`src/rtl/ex_pipe_adder.sv`:
```
`default_nettype none
// ============================================================================
// Module   : ex_pipe_adder
// Purpose  : Pipelined add/subtract unit for the execute stage. The carry
//            chain is split into STAGES slices of WIDTH/STAGES bits. Each
//            slice adds one chunk and registers the chunk carry for the next
//            slice. One operation per cycle over valid/ready handshakes.
//            Reports carry-out and signed overflow.
// Ports    : clk        rising-edge clock
//            rst_n      asynchronous active-low reset
//            in_valid   operation offered this cycle
//            in_ready   unit accepts an operation this cycle
//            add_in1    operand A
//            add_in2    operand B
//            sub        0: A+B, 1: A-B (A + ~B + 1)
//            sat        (EX_ADD_SAT_EN only) clamp the result on overflow
//            out_valid  add_out/carry_out/overflow valid
//            out_ready  consumer takes the result this cycle
//            add_out    result, modulo 2^WIDTH (or clamped)
//            carry_out  carry from the MSB (for sub: 1 = no borrow)
//            overflow   signed two's-complement overflow
// Config   : `define EX_ADD_SAT_EN adds the sat input and saturation in the
//            last stage
// Revision : 1.0  initial release
// ============================================================================
module ex_pipe_adder #(
  parameter int WIDTH  = 32,
  parameter int STAGES = 2
) (
  input  logic             clk,
  input  logic             rst_n,
  input  logic             in_valid,
  output logic             in_ready,
  input  logic [WIDTH-1:0] add_in1,
  input  logic [WIDTH-1:0] add_in2,
  input  logic             sub,
`ifdef EX_ADD_SAT_EN
  input  logic             sat,
`endif
  output logic             out_valid,
  input  logic             out_ready,
  output logic [WIDTH-1:0] add_out,
  output logic             carry_out,
  output logic             overflow
);

  localparam int             c_CHUNK = WIDTH / STAGES;
  localparam int             c_LAST  = STAGES - 1;
  localparam logic [WIDTH-1:0] c_MAX = {1'b0, {(WIDTH-1){1'b1}}};
  localparam logic [WIDTH-1:0] c_MIN = {1'b1, {(WIDTH-1){1'b0}}};

  // Stage registers. r_a holds finished sum bits below the processed chunk
  // and the untouched operand A bits above it; r_b holds the (possibly
  // inverted) operand B. The last slot is the output register: r_a is
  // add_out and r_cy is carry_out there.
  logic [WIDTH-1:0] r_a   [STAGES];
  logic [WIDTH-1:0] r_b   [STAGES];
  logic             r_cy  [STAGES];
  logic             r_sat [STAGES];
  logic             r_vld [STAGES];
  logic             r_ovf;

  // Per-stage inputs (from the ports for stage 0, else from the previous
  // stage register) and per-stage chunk-add results.
  logic [WIDTH-1:0] w_src_a   [STAGES];
  logic [WIDTH-1:0] w_src_b   [STAGES];
  logic             w_src_cy  [STAGES];
  logic             w_src_sat [STAGES];
  logic             w_src_vld [STAGES];
  logic [WIDTH-1:0] w_nxt_a   [STAGES];
  logic             w_nxt_cy  [STAGES];
  logic [c_CHUNK:0] w_sum;

  logic             w_adv;
  logic             w_sat_in;
  logic             w_a_msb;
  logic             w_b_msb;
  logic             w_ovf;
  logic [WIDTH-1:0] w_out_nxt;
  logic             w_unused;

`ifdef EX_ADD_SAT_EN
  assign w_sat_in = sat;
`else
  assign w_sat_in = 1'b0;
`endif

  // The whole pipe moves together; it only freezes when a finished result
  // is waiting and the consumer refuses it.
  assign w_adv    = ~r_vld[c_LAST] | out_ready;
  assign in_ready = w_adv;

  always_comb begin
    w_sum = '0;
    for (int k = 0; k < STAGES; k++) begin
      w_src_a[k]   = '0;
      w_src_b[k]   = '0;
      w_src_cy[k]  = 1'b0;
      w_src_sat[k] = 1'b0;
      w_src_vld[k] = 1'b0;
      w_nxt_a[k]   = '0;
      w_nxt_cy[k]  = 1'b0;
    end

    // Subtraction is A + ~B + 1: invert B once at entry, feed the +1 as the
    // stage-0 carry-in.
    w_src_a[0]   = add_in1;
    w_src_b[0]   = sub ? ~add_in2 : add_in2;
    w_src_cy[0]  = sub;
    w_src_sat[0] = w_sat_in;
    w_src_vld[0] = in_valid;
    for (int k = 1; k < STAGES; k++) begin
      w_src_a[k]   = r_a[k-1];
      w_src_b[k]   = r_b[k-1];
      w_src_cy[k]  = r_cy[k-1];
      w_src_sat[k] = r_sat[k-1];
      w_src_vld[k] = r_vld[k-1];
    end

    for (int k = 0; k < STAGES; k++) begin
      w_sum = {1'b0, w_src_a[k][k*c_CHUNK +: c_CHUNK]}
            + {1'b0, w_src_b[k][k*c_CHUNK +: c_CHUNK]}
            + {{c_CHUNK{1'b0}}, w_src_cy[k]};
      w_nxt_a[k]                        = w_src_a[k];
      w_nxt_a[k][k*c_CHUNK +: c_CHUNK]  = w_sum[c_CHUNK-1:0];
      w_nxt_cy[k]                       = w_sum[c_CHUNK];
    end
  end

  // The top chunk is only added in the last stage, so the operand MSBs are
  // still intact at its input.
  assign w_a_msb = w_src_a[c_LAST][WIDTH-1];
  assign w_b_msb = w_src_b[c_LAST][WIDTH-1];
  assign w_ovf   = (w_a_msb == w_b_msb) & (w_nxt_a[c_LAST][WIDTH-1] != w_a_msb);

`ifdef EX_ADD_SAT_EN
  // Both operands share the sign on overflow; A's sign picks the rail.
  assign w_out_nxt = (w_src_sat[c_LAST] & w_ovf) ? (w_a_msb ? c_MIN : c_MAX)
                                                  : w_nxt_a[c_LAST];
`else
  assign w_out_nxt = w_nxt_a[c_LAST];
`endif

  always_ff @(posedge clk or negedge rst_n) begin
    if (!rst_n) begin
      for (int k = 0; k < STAGES; k++) begin
        r_a[k]   <= '0;
        r_b[k]   <= '0;
        r_cy[k]  <= 1'b0;
        r_sat[k] <= 1'b0;
        r_vld[k] <= 1'b0;
      end
      r_ovf <= 1'b0;
    end else if (w_adv) begin
      for (int k = 0; k < STAGES; k++) begin
        r_b[k]   <= w_src_b[k];
        r_cy[k]  <= w_nxt_cy[k];
        r_sat[k] <= w_src_sat[k];
        r_vld[k] <= w_src_vld[k];
        r_a[k]   <= (k == c_LAST) ? w_out_nxt : w_nxt_a[k];
      end
      r_ovf <= w_ovf;
    end
  end

  assign out_valid = r_vld[c_LAST];
  assign add_out   = r_a[c_LAST];
  assign carry_out = r_cy[c_LAST];
  assign overflow  = r_ovf;

  // Operand/sat copies in the output slot have no consumer.
  assign w_unused = ^{r_b[c_LAST], r_sat[c_LAST], w_src_sat[c_LAST]};

endmodule
`default_nettype wire

```
`config.mk`:
```
export PLATFORM = sky130hd
export DESIGN_NAME = ex_pipe_adder
export DESIGN_NICKNAME = d
export VERILOG_FILES = /design/src/rtl/ex_pipe_adder.sv
export SDC_FILE = /design/constraint.sdc
export NUM_CORES = 1
export LEC_CHECK = 0
export BUFFER_PORTS_ARGS = -buffer_cell sky130_fd_sc_hd__buf_2
export CAP_MARGIN = 20
export CORE_ASPECT_RATIO = 0.9
export CORE_UTILIZATION = 30
export CTS_CLUSTER_DIAMETER = 40
export DETAILED_ROUTE_END_ITERATION = 16
export GPL_ROUTABILITY_DRIVEN = 0
export PLACE_DENSITY_LB_ADDON = 0.3
export SYNTH_ARGS = -nofsm -noshare
export SYNTH_HDL_FRONTEND = slang
export SYNTH_SLANG_ARGS = --single-unit
```
`constraint.sdc`:
```
create_clock -name clk -period 3.1 [get_ports clk]
set_input_delay 0.31 -clock clk [delete_from_list [all_inputs] [get_ports clk]]
set_output_delay 0.31 -clock clk [all_outputs]
set_load 0.01 [all_outputs]
```
==> results, run 1 <==
- The H-tree generated during clock tree synthesis spans 3 levels.
- The number of antenna diodes in the final layout is 0.
- The cell at the slowest stage of the critical path is sky130_fd_sc_hd__fa_1.
- The post-detailed-route DRC marker count is 0.
- The number of endpoints with negative hold slack in the final report is 2.
- The setup fix buffers added after clock tree synthesis is 0.
- For the pin with the worst max-slew slack, the measured transition is around 1.0 ns.
- The total clock buffers created by CTS is 9.
- The area growth from synthesis to final layout is 15.99%.
- The number of flops mapped to enable cells by yosys is 0.
- The full die area is 18220 um^2.
- Including well taps, the total number of placed cells is ~900.
- Averaged over all synthesized cells, the footprint is 8.825 um^2.
- The post-synth net total is 703.
- The number of antenna violations at the first check in global routing is 0.
- The endpoint of the most critical register-to-register path is carry_out.
- The maximum clock insertion buffer count is 2.
- The worst path needs 2.687 ns of the cycle, external delays included.
- In the synthesized netlist, the number of instances is roughly 600.
- Pin placement for this block handled 105 I/O pins.
- The fraction of final layout cells sized beyond drive strength 1 is 21.23%.
- The chip width is roughly 140 um.
- For this run, the leading register cell type out of synthesis is sky130_fd_sc_hd__dfrtp_1.
- Global routing used 15.08% of the available tracks across all layers.
- The number of global-route vias before repair is 3997.
- The power density normalized to cell area is ~690 nW/um^2.
- The sort of element at the end of the critical path is a flop.
- TritonCTS built the clock tree.
- The iteration count of the initial detailed-routing pass is 4.
- At the worst endpoint, the arrival time is 2.92 ns.
- For this run, asynchronously set or reset flops after synthesis account for 100.0%.
- The highest cell delay on the worst timing path is 0.48 ns.
- For this run the aggregate overflow at the end of global routing stands at 0.
- STA classifies the critical path startpoint as a flop.
- In this design, the critical path's most frequently occurring cell is sky130_fd_sc_hd__fa_1.
- The quantity of gates resized following cts is 0.
- Setup violations remaining at the end of the flow were counted as 0.
- The detailed router finished its first iteration with between 200 and 300 violations.
- The tightest hold path in the finished design has a slack of -0.0007129 ns.
- The clock transition at the registers of the reported paths is 0.07 ns.
- Once detail routing completed, the nets flagged for antenna violations numbered 0.
- The die is 128.1 um tall.
- The root buffer selected by CTS is sky130_fd_sc_hd__clkbuf_16.
- Summing all non-filler instances in the final layout gives an area of 6152 um^2.
- In the layout the commonest cells are sky130_fd_sc_hd__nand2_1 (145), sky130_fd_sc_hd__buf_2 (103), sky130_fd_sc_hd__dfrtp_1 (85).
- The checks that failed: hold timing.
- Traced cell by cell, the critical path runs through fa_1 > fa_1 > a211oi_1 > o21ai_2 > a311oi_2 > nor3_1 > a221o_1.
- In the finished design, the share of the clock period the worst path needs comes to 86.67%.
- The Yosys step of the flow raised 0 warnings.
- Once placement finished, the instance area stood at 5844 um^2.
- Summed over all failing endpoints, the final setup total negative slack is 0 ns.
- Summing the sequential cell areas from Yosys gives between 40% and 50% of the chip area.
- The maximum clock skew at final layout is between 0.005 and 0.006 ns.
- The number of maximum-capacitance constraint violations is 0.
- The via count is 4256.
- Buffers placed on the I/O ports in this run total 104.
- The critical path is of the flop to flop type.
- The via density per instance is 4.708.
- STA puts the critical path data required time at 3.34 ns.
- The sink count of the clock tree is 85.
- The most frequent standard cell in the layout excluding fill and tap cells is sky130_fd_sc_hd__nand2_1.
- The floorplan has 45 rows.
- The worst reg-to-reg path cell count is 7.
- Wires add up to ~13 mm.
- After the last flow step, the layout net total stands at 766.
- The routed length per placed instance is 14.42 um.
- Static timing analysis puts the maximum clock frequency at about 0.37 GHz.
- The wire-length estimate of the detail-placed layout is 9.455 mm.
- At the later pin of the worst-skew pair, clock insertion delay measures 0.35 ns.
- The post-cts hold buffer count is 0.
- Entering global routing, the biggest net connects 107 pins.
- IR analysis of the VDD net gives a maximum drop of 0.2610 mV.
- The core area is roughly 17000 um^2.
- The synthesized netlist occupies a cell area of 5304 um^2.
- The relative slew slack is between 30% and 40%.
- The finished layout holds 904 standard cells, fillers aside.
- Setup repair after global routing left no endpoint under its margin.
- The setup check on the worst reg-to-reg path leaves a slack of between 0.4 and 0.5 ns.
- The flow ran to the end, but the final reports show violations.
- The wire length of the first global-routing pass is 21.07 mm.
- The source of the worst register-to-register timing path is r_a[48].
- The max-slew violation count is 0.
- The min-delay analysis places its worst path in the category input pin to async pin.
- The leakage component of the power is roughly 3.0 nW.
- The count of different cell masters after synthesis is 55.
- The initial core utilization is a little under a third.
- Along the worst path, the maximum fanout reaches 3.
- The layout filler cell count is 1821.
- Counting flops and latches in the post-synthesis netlist gives 85.
-- report_power, final --
part           switching (mW)  leakage [nW]  internal, mW
logic                   0.876          1.81         0.649
clock network           0.483         0.150         0.654
registers               0.178          1.00          1.42
-- logic make-up after synthesis --
group,count (synthesis),synth area share (%)
mux,1,0.1887
buf+inv,69,7.290
compound gates,142,18.45
fa+ha+maj,33,8.210
xor+xnor,45,7.431
simple gates,226,18.33
flops,85,40.10
-- layer usage --
layer / wire (um) / track usage (%)
met1: 6667 / 21.87
met2: 5625 / 22.09
met3: 538 / 2.652
met4: 202 / 5.882
met5: 0 / 0
-- synthesized netlist by cell type, drive strengths merged (3+ instances only) --
cell / n / share of area (%)
a2111oi: 3 / 0.85
a211oi: 9 / 1.3
a21o: 16 / 2.3
a21oi: 30 / 2.8
a31oi: 5 / 0.59
and2: 3 / 0.38
and3: 5 / 0.59
and4: 3 / 0.50
buf: 40 / 5.2
clkbuf: 19 / 1.3
dfrtp: 85 / 40
fa: 3 / 1.1
ha: 30 / 7.1
inv: 10 / 0.71
nand2: 145 / 10
nand2b: 5 / 0.59
nand3: 9 / 0.85
nand4: 4 / 0.47
nor2: 28 / 2.0
nor3: 10 / 0.94
nor3b: 3 / 0.42
o211ai: 3 / 0.52
o21a: 6 / 0.85
o21ai: 35 / 3.4
o21bai: 6 / 0.85
o22ai: 3 / 0.35
o31ai: 5 / 0.71
or2: 3 / 0.35
or3: 3 / 0.35
xnor2: 20 / 3.3
xor2: 25 / 4.1
-- worst max-delay path by stage --
stage,start,end,slack [ns]
after detailed placement,r_a[48],carry_out,0.40
after floorplan,r_a[48],carry_out,0.57
after global placement,r_a[48],carry_out,0.46
after global routing,r_a[48],carry_out,0.24
final,r_a[48],carry_out,0.41
after CTS,r_a[48],carry_out,0.39
-- state kept, by name, indices dropped and copies added (netlist names) --
| signal | flops |
|---|---|
| add_out | 32 |
| carry_out | 1 |
| out_valid | 1 |
| overflow | 1 |
| r_a | 32 |
| r_b | 16 |
| r_cy | 1 |
| r_vld | 1 |
-- cell type report --
class | count | area (um^2) | share of cell area (%)
Timing Repair Buffer | 111 | 588.1 | 9.559
Multi-Input combinational cell | 447 | 2798 | 45.47
Sequential cell | 85 | 2127 | 34.57
Clock inverter | 6 | 68.82 | 1.119
Tap cell | 235 | 294.0 | 4.779
Clock buffer | 10 | 239.0 | 3.884
Inverter | 10 | 37.54 | 0.6101
-- stage by stage --
stage	hold slack, ns	total power, mW	util, %	setup slack (ns)
detailed placement	0.4062	3.160	34.26	0.3988
global placement	0.4083	3.151	34.26	0.4610
finish	-0.0007129	4.257	36.06	0.4132
floorplan	0.01441	2.849	-	0.5686
CTS	0.02257	4.327	36.06	0.3881
global route	0.05692	4.575	36.06	0.2416
-- critical path: cells and delay by family, from the launching register on --
family,cells,cell delay [ns]
AO/OA/AOI/OAI,4,1.13
AND/OR/NAND/NOR,1,0.12
flip-flops,1,0.40
adder cells (fa/ha/maj),2,0.92
No activity file was read; power rests on OpenSTA's default activity.
==> run 2, diff against run 1 <==
--- a/config.mk
+++ b/config.mk
@@ -7,7 +7,6 @@
 export LEC_CHECK = 0
 export BUFFER_PORTS_ARGS = -buffer_cell sky130_fd_sc_hd__buf_2
 export CAP_MARGIN = 20
-export CORE_ASPECT_RATIO = 0.9
 export CORE_UTILIZATION = 30
 export CTS_CLUSTER_DIAMETER = 40
 export DETAILED_ROUTE_END_ITERATION = 16
==> run 2 against run 1 <==
Net effect: critical path depth is the same; non-clock buffer count up 3; cell count fell by 0.77%; clock power up 4%; wire length is 1.0% higher; setup slack gained 0.015 ns; the run now ends clean; combinational power barely moved; largest power group unchanged.
==> results, run 2 (synthesis gave the netlist of run 1 again) <==
- The flow ran to the end, and the final reports show no timing, DRC or antenna violations.
- The HPWL after detailed placement is 9.926 mm (+5.0%).
- The root buffer selected by CTS is sky130_fd_sc_hd__clkbuf_16.
- The via count is 4263 (+0.16%).
- The number of maximum-capacitance constraint violations is 0 (unchanged).
- The net count reported at finish is 769 (+0.39%).
- The wire length of the first global-routing pass came to 21.51 mm (+2.1%).
- The total number of placement rows was 48 (+6.7%).
- The data arrival time at the worst-slack endpoint is 2.91 ns (about the same).
- The routed length per placed instance is 14.68 um (+1.8%).
- The area growth from synthesis to final layout is 16.23%.
- The maximum number of pins on one net before global-route repair came to 107 (unchanged).
- The count of buffers inserted at the top-level ports is 104 (unchanged).
- The total routing usage reported by global routing is 15.47% (+0.39 points).
- The routed wire length is 13.17 mm (+1.0%).
- The number of antenna violations at the first check in global routing is 0 (unchanged).
- The upper clock frequency limit is 0.3743 GHz (+0.56%).
- The required time at the worst-slack endpoint is 3.34 ns (about the same).
- The final cell area excluding filler cells is 6165 um^2 (+0.20%).
- TritonCTS built the clock tree.
- The share of power burned in registers is 37.0% (-0.5 points).
- The initial core utilization is 30.66% (-0.43 points).
- The number of global-route vias before repair came to 4155 (+4.0%).
- The worst voltage drop across the vdd grid is 0.3594 mV (+38%).
- The full die area is 18220 um^2 (about the same).
- The maximum clock skew at final layout came to 0.01004 ns (+0.004461 ns).
- The actual slew at the worst max-slew pin is 1.009 ns (-0.03471 ns).
- Leaving out fill and tap cells, the most frequent cell in the layout is sky130_fd_sc_hd__nand2_1.
- Setup repair after global routing left no endpoint under its margin.
- The number of instances in the placed design is 880 (-0.90%).
- The fraction of final layout cells sized beyond drive strength 1 is 21.28% (+0.054 points).
- The period utilization is 86.19% (-0.48 points).
- The core area is 17300 um^2 (+1.4%).
- The iteration count of the initial detailed-routing pass was 5 (+1).
- The antenna diode count came to 0 (unchanged).
- The total clock buffers created by CTS is 9 (unchanged).
- The H-tree level count came to 3 (unchanged).
- The critical path class is flop to flop.
- The total negative slack is 0 ns (unchanged).
- The switching power share of the total came to 35.65% (-0.48 points).
- The chip width is 135.0 um (-5.1%).
- The sink count of the clock tree came to 85 (unchanged).
- The post-detailed-route DRC marker count is 0 (unchanged).
- The number of endpoints with negative hold slack in the final report was 0 (-2).
- The relative slew slack is 32.75% (+2.3 points).
- The DRC marker count from the first detailed-route iteration is 193 (-25%).
- The post-placement setup slack came to 0.4060 ns (+0.007190 ns).
- The area of combinational cells with multiple inputs came to 2798 um^2 (unchanged).
- The count of non-filler cells in the finished layout is 897 (-0.77%).
- The core utilization of the finished layout came to 35.64% (-0.42 points).
- The clock transition at the registers of the reported paths was 0.07 ns (about the same).
- The min-delay analysis places its worst path in the category input pin to flop.
- Leaving out fill and tap cells, the most frequent cells in the layout are sky130_fd_sc_hd__nand2_1 (145), sky130_fd_sc_hd__buf_2 (103), sky130_fd_sc_hd__dfrtp_1 (85).
- The power density normalized to cell area was 701.0 nW/um^2 (+1.3%).
- The via density per instance is 4.753 (+0.95%).
- The maximum clock insertion buffer count is 2 (unchanged).
- The clock insertion delay at the later pin of the skew report is 0.36 ns (about the same).
- The die span in y came to 135.0 um (+5.3%).
- The largest driver fanout on the critical path is 3 (unchanged).
- The clock period minus worst slack is 2.672 ns (-0.01500 ns).
- The worst setup path is launched from a flop.
- The minimum setup slack in the final design was 0.4282 ns (+0.01500 ns).
- The internal power is 2.781 mW (+2.3%).
- The net load switching power is 1.540 mW (+0.17%).
- The placement-stage cell area came to 5834 um^2 (-0.17%).
- The share of total power in the clock network was 27.5% (+0.8 points).
- The count of nets left with antenna violations after detail routing is 0 (unchanged).
- The final setup violation count came to 0 (unchanged).
- The worst setup path is captured at a flop.
- The part of the total power dissipated in combinational logic is 35.5% (-0.3 points).
- The number of top-level pins is 105 (unchanged).
- The area occupied by registers is 2127 um^2 (unchanged).
- The layout filler cell count is 1845 (+1.3%).
- The max-slew violation count came to 0 (unchanged).
- The leakage component of the power is 2.975 nW (+0.56%).
- The total congestion overflow is 0 (unchanged).
[run 2: area by class of cell]
cell class                 count  area share [%]
clock buffer                  10           3.714
multi-input combinational    447           45.38
inverter                      10          0.6089
timing repair buffer         114           9.742
sequential                    85           34.50
clock inverter                 6           1.482
tap                          225           4.567
[run 2: routing by layer]
layer | vias to the layer above | global-route usage (%) | wire length [um]
met1 | 1977 | 19.53 | 6053
met4 | 0 | 4.744 | 194
met2 | 97 | 26.06 | 6351
met3 | 12 | 3.679 | 566
met5 | - | 0 | 0
li1 | 2177 | - | -
[run 2: stage by stage]
step / hold slack, ns / total power [mW]
finish: 0.1479 / 4.322
global route: 0.1651 / 4.634
CTS: 0.1336 / 4.390
detailed placement: 0.2638 / 3.175
global placement: 0.2703 / 3.155
floorplan: 0.01441 / 2.849
[run 2: final timing paths]
kind	start	cells past startpoint	slack (ns)	endpoint
max in group asynchronous	rst_n	3	1.94	add_out[3]
min	add_in1[26]	3	0.15	r_a[58]
min reg2reg	add_out[10]	2	0.46	add_out[10]
max reg2reg	r_a[48]	7	0.43	carry_out
max	r_a[48]	7	0.43	carry_out
min in group asynchronous	rst_n	2	0.41	r_b[59]
[run 2: power groups by stage]
stage	clock network, mW	logic, mW	registers, mW
after global routing	1.26	1.73	1.64
after CTS	1.22	1.56	1.61
final	1.19	1.53	1.60
after global placement	0	1.54	1.62
after floorplan	0	1.28	1.57
after detailed placement	0	1.55	1.62
[run 2: what timing repair did]
| item | in CTS | in global routing |
|---|---|---|
| resized for setup | 0 | 0 |
| hold buffers | 1 | 0 |
| endpoints found under the hold margin | 27 | 0 |
| buffers inserted | 0 | 0 |
[run 2: worst max-delay path, stage by stage, from the launching register on]
cell and delay, ns:
sky130_fd_sc_hd__dfrtp_1 0.40, sky130_fd_sc_hd__fa_1 0.48, sky130_fd_sc_hd__fa_1 0.44, sky130_fd_sc_hd__a211oi_1 0.37, sky130_fd_sc_hd__o21ai_2 0.15, sky130_fd_sc_hd__a311oi_2 0.32, sky130_fd_sc_hd__nor3_1 0.10, sky130_fd_sc_hd__a221o_1 0.29
